### config.mk
export PLATFORM = sky130hd
export DESIGN_NAME = buf_mux_sequencer
export DESIGN_NICKNAME = d
export VERILOG_FILES = /design/src/rtl/buf_mux_sequencer.sv
export SDC_FILE = /design/constraint.sdc
export NUM_CORES = 1
export LEC_CHECK = 0
export BUFFER_PORTS_ARGS = -buffer_cell sky130_fd_sc_hd__buf_2
export CAP_MARGIN = 20
export CORE_UTILIZATION = 30
export CTS_CLUSTER_DIAMETER = 100
export DETAILED_ROUTE_END_ITERATION = 7
export SLEW_MARGIN = 20
export SYNTH_ARGS = -nofsm -noshare
export SYNTH_HDL_FRONTEND = slang
export SYNTH_SLANG_ARGS = --single-unit
### constraint.sdc
create_clock -name clk -period 1.7 [get_ports clk]
set_input_delay 0.17 -clock clk [delete_from_list [all_inputs] [get_ports clk]]
set_output_delay 0.17 -clock clk [all_outputs]
set_load 0.1 [all_outputs]
### src/rtl/buf_mux_sequencer.sv
// buf_mux_sequencer: ping-pong line buffer RGB mux sequencer with valid/ready byte output
module buf_mux_sequencer #(
  parameter int ADDR_W      = 8,
  parameter int LINE_PIXELS = 160
) (
  input  logic              clk,
  input  logic              rst,
  input  logic              start,
  input  logic              buf_full1,
  input  logic              buf_full2,
  input  logic              out_ready,
  output logic [ADDR_W-1:0] rd_addr,
  output logic              sel_r1,
  output logic              sel_g1,
  output logic              sel_b1,
  output logic              sel_r2,
  output logic              sel_g2,
  output logic              sel_b2,
  output logic              buf_sel,
  output logic              out_valid,
  output logic              buf_done1,
  output logic              buf_done2,
  output logic              busy
);
  typedef enum logic [2:0] {IDLE, WAIT_BUF, SEND_R, SEND_G, SEND_B} state_t;
  localparam logic [ADDR_W-1:0] LAST = ADDR_W'(LINE_PIXELS - 1);
  state_t     state;
  logic [2:0] sel;
  logic       adv;
  logic       full;
  assign adv     = !out_valid || out_ready;
  assign full    = buf_sel ? buf_full2 : buf_full1;
  assign busy    = state != IDLE;
  assign sel_r1  = sel[0] & ~buf_sel;
  assign sel_g1  = sel[1] & ~buf_sel;
  assign sel_b1  = sel[2] & ~buf_sel;
  assign sel_r2  = sel[0] & buf_sel;
  assign sel_g2  = sel[1] & buf_sel;
  assign sel_b2  = sel[2] & buf_sel;
  // Sequencer: WAIT_BUF also waits on adv so a pending last byte is never overwritten by the next line's first select
  always_ff @(posedge clk or posedge rst)
    if (rst) begin
      state     <= IDLE;
      sel       <= '0;
      rd_addr   <= '0;
      buf_sel   <= 1'b0;
      out_valid <= 1'b0;
      buf_done1 <= 1'b0;
      buf_done2 <= 1'b0;
    end else begin
      buf_done1 <= 1'b0;
      buf_done2 <= 1'b0;
      if (adv) out_valid <= |sel;
      case (state)
        IDLE: if (start) state <= WAIT_BUF;
        WAIT_BUF: if (adv && full) begin
          state   <= SEND_R;
          sel     <= 3'b001;
          rd_addr <= '0;
        end
        SEND_R: if (adv) begin
          state <= SEND_G;
          sel   <= 3'b010;
        end
        SEND_G: if (adv) begin
          state <= SEND_B;
          sel   <= 3'b100;
        end
        SEND_B: if (adv) begin
          if (rd_addr == LAST) begin
            state     <= start ? WAIT_BUF : IDLE;
            sel       <= '0;
            rd_addr   <= '0;
            buf_sel   <= ~buf_sel;
            buf_done1 <= ~buf_sel;
            buf_done2 <= buf_sel;
          end else begin
            state   <= SEND_R;
            sel     <= 3'b001;
            rd_addr <= rd_addr + 1'b1;
          end
        end
        default: state <= IDLE;
      endcase
    end
endmodule

==> impl_metrics.env <==
export IMPL_status="completed"
export IMPL_reg2reg_slack_ps=60
export IMPL_layout_drive_gt1_share=0.4564
export IMPL_start_kind="flop"
export IMPL_synth_edff_count=0
export IMPL_die_area_sq_um=3697
export IMPL_area_growth_pct=35.59
export IMPL_period_share=0.9665
export IMPL_synth_fp_nets=120
export IMPL_io_buffers=24
export IMPL_grt_overflow_total=0
export IMPL_clkLatencyLatePin_ps=300
export IMPL_drt_pre_antenna_iters=4
export IMPL_cts_tree="done"
export IMPL_first_global_vias=896
export IMPL_dp_hpwl_um=1897
export IMPL_synthCells=113
export IMPL_setup_viol=0
export IMPL_crit_path_start="state[0]"
export IMPL_whs_path_depth=3
export IMPL_power_density_nw_per_um2=1506
export IMPL_cts_sinks=18
export IMPL_fmax_mhz=608.6
export IMPL_synthArstFlopShare=1.000
export IMPL_drc=0
export IMPL_gp_congestion=0.8226
export IMPL_ios=25
export IMPL_fillers=315
export IMPL_die_w_um=60.80
export IMPL_cts_buffer_depth=2
export IMPL_synth_cell_type_count=41
export IMPL_wl_um=2526
export IMPL_final_hold_viol_count=0
export IMPL_avgSynthCellArea_sq_um=9.179
export IMPL_yosysWarnings=0
export IMPL_num_vias=956
export IMPL_wl_per_cell_um=13.09
export IMPL_start_util=0.3264
export IMPL_antenna_found_initial=0
export IMPL_fp_row_count=20
export IMPL_ys_flop_type="dfrtp_1"
export IMPL_cp_arrival_ps=1830
export IMPL_grt_pass1_wl_um=4291
export IMPL_p_leak_uw=0.0006722
export IMPL_irDropWorstVdd_mv=1.177
export IMPL_endpoint_kind="flop"
export IMPL_min_to="state[0]"
export IMPL_criticalPathCategory="reg -> reg"
export IMPL_hp_start="start"
export IMPL_r2r_start="state[0]"
export IMPL_required_ps=1890
export IMPL_final_antenna_net_count=0
export IMPL_vias_per_cell=4.953
export IMPL_maxSlewViolCount=0
export IMPL_cts_root_buf="clkbuf_4"
export IMPL_drtIter0Drc=49
export IMPL_syn_cell_area_sq_um=1037
export IMPL_numCtsBuffers=3
export IMPL_ys_seq_elements=18
export IMPL_fin_nets=157
export IMPL_reg2reg_depth=5
export IMPL_max_cap_violations=0
export IMPL_grt_max_degree=17
export IMPL_relSlewSlack=0.5936
export IMPL_min_period_ps=1643
export IMPL_track_usage=0.1591
export IMPL_cts_htree_levels=1
export IMPL_worst_pin_slew_ps=608.9
export IMPL_hold_ws_ps=123.0
export IMPL_final_cell_count_no_fill=193
export IMPL_coreArea_sq_um=3178
export IMPL_hp_class="in -> reg"
export IMPL_cts_clk_slew_worst_paths_ps=110
export IMPL_rsz0062_at_grt="false"
export IMPL_worstPathMaxFanout=7
export IMPL_yosysSeqAreaShare=0.4343
export IMPL_dp_cells=187
export IMPL_r2r_end="rd_addr[7]"
export IMPL_skew_ps=2.722
export IMPL_die_h_um=60.80
export IMPL_n_antenna_cell=0
==> through the flow <==
stage	instance area [sq um]	TNS [ps]	power (uW)	setup slack, ps	util
6_report	1406	0	2118	56.98	0.4425
5_1_grt	1406	0	2249	4.962	0.4425
4_1_cts	1391	0	2105	24.17	0.4378
3_5_place_dp	1318	0	1751	32.09	0.4146
3_3_place_gp	1318	0	1738	84.77	0.4146
2_1_floorplan	1081	-534.7	1519	-127.8	-
==> synth_stat cells (2+ instances only) <==
| master | instances | area share |
|---|---|---|
| o21ai_0 | 6 | 0.029 |
| clkbuf_1 | 4 | 0.014 |
| or3_1 | 2 | 0.012 |
| nand2_1 | 9 | 0.033 |
| a21o_1 | 2 | 0.014 |
| xnor2_1 | 3 | 0.025 |
| nand3_1 | 6 | 0.029 |
| nor3_1 | 3 | 0.014 |
| nor2_1 | 11 | 0.040 |
| a21oi_1 | 5 | 0.024 |
| mux2i_1 | 2 | 0.019 |
| a211o_1 | 2 | 0.017 |
| nand2b_1 | 2 | 0.012 |
| dfrtp_1 | 18 | 0.43 |
| and2_1 | 3 | 0.018 |
| and3_1 | 5 | 0.030 |
| nor4_1 | 2 | 0.012 |
| nor2b_1 | 4 | 0.024 |
| buf_4 | 2 | 0.014 |
==> flip-flops by register name, indices dropped and copies added (netlist names) <==
signal / flops
buf_done2: 1
rd_addr: 8
buf_sel: 1
buf_done1: 1
state: 3
out_valid: 1
sel: 3
==> worst max path at each step <==
stage	slack, ps	end
floorplan	-130	sel_b1
global placement	80	rd_addr[7]
detailed placement	30	rd_addr[7]
CTS	20	rd_addr[7]
global route	5	sel_r2
finish	60	rd_addr[7]
==> per-layer routing <==
metal	part of all wire	vias up	track usage
li1	-	472	-
met1	0.49	453	0.2132
met2	0.45	29	0.2543
met3	0.053	2	0.04478
met4	0.0067	0	0.03896
met5	0	-	0
==> power by group <==
part	leakage, uW	total [uW]	internal, uW	switching, uW
sequential	0.000217	614	527	87.1
clock	0.0000210	274	131	143
combinational	0.000434	1230	416	814
==> layout make-up <==
class,instances,area (sq um),share of cell area
Multi-Input combinational cell,87,569.3,0.4048
Clock buffer,4,36.28,0.02580
Tap cell,44,55.05,0.03915
Inverter,1,3.754,0.002669
Sequential cell,18,481.7,0.3425
Timing Repair Buffer,39,260.3,0.1851
==> timing repair <==
action | in CTS | in global routing
buffers inserted | 1 | 0
gates resized for setup | 6 | 5
pin swaps | 0 | 1
hold endpoints to repair | 15 | 0
hold buffers | 1 | 0
endpoints found under the setup margin | 1 | 6
==> worst max-delay path, stage by stage, from the launching register on <==
cell     delay (ps)
dfrtp_2         410
buf_4           150
and2b_1         200
a21oi_2          30
or3_4           390
a221o_1         340
==> cell families after synthesis <==
family	count (synthesis)	synth area share
flops	18	0.4343
compound gates	23	0.1484
fa+ha+maj	1	0.01206
mux	3	0.03016
xor+xnor	4	0.03378
simple gates	56	0.3040
buf+inv	8	0.03738
==> cells in the final DEF (no fill, tap or decap), types with 4 or more instances in the layout <==
| master | synthesis | final |
|---|---|---|
| dfrtp_1 | 18 | 7 |
| clkbuf_4 | 0 | 7 |
| and3_1 | 5 | 5 |
| a21oi_1 | 5 | 5 |
| nand2_1 | 9 | 9 |
| dfrtp_4 | 0 | 7 |
| nand3_1 | 6 | 6 |
| buf_4 | 2 | 14 |
| o21ai_0 | 6 | 6 |
| dfrtp_2 | 0 | 4 |
| buf_2 | 1 | 19 |
| nor2_1 | 11 | 11 |
No activity file was read; power rests on OpenSTA's default activity.
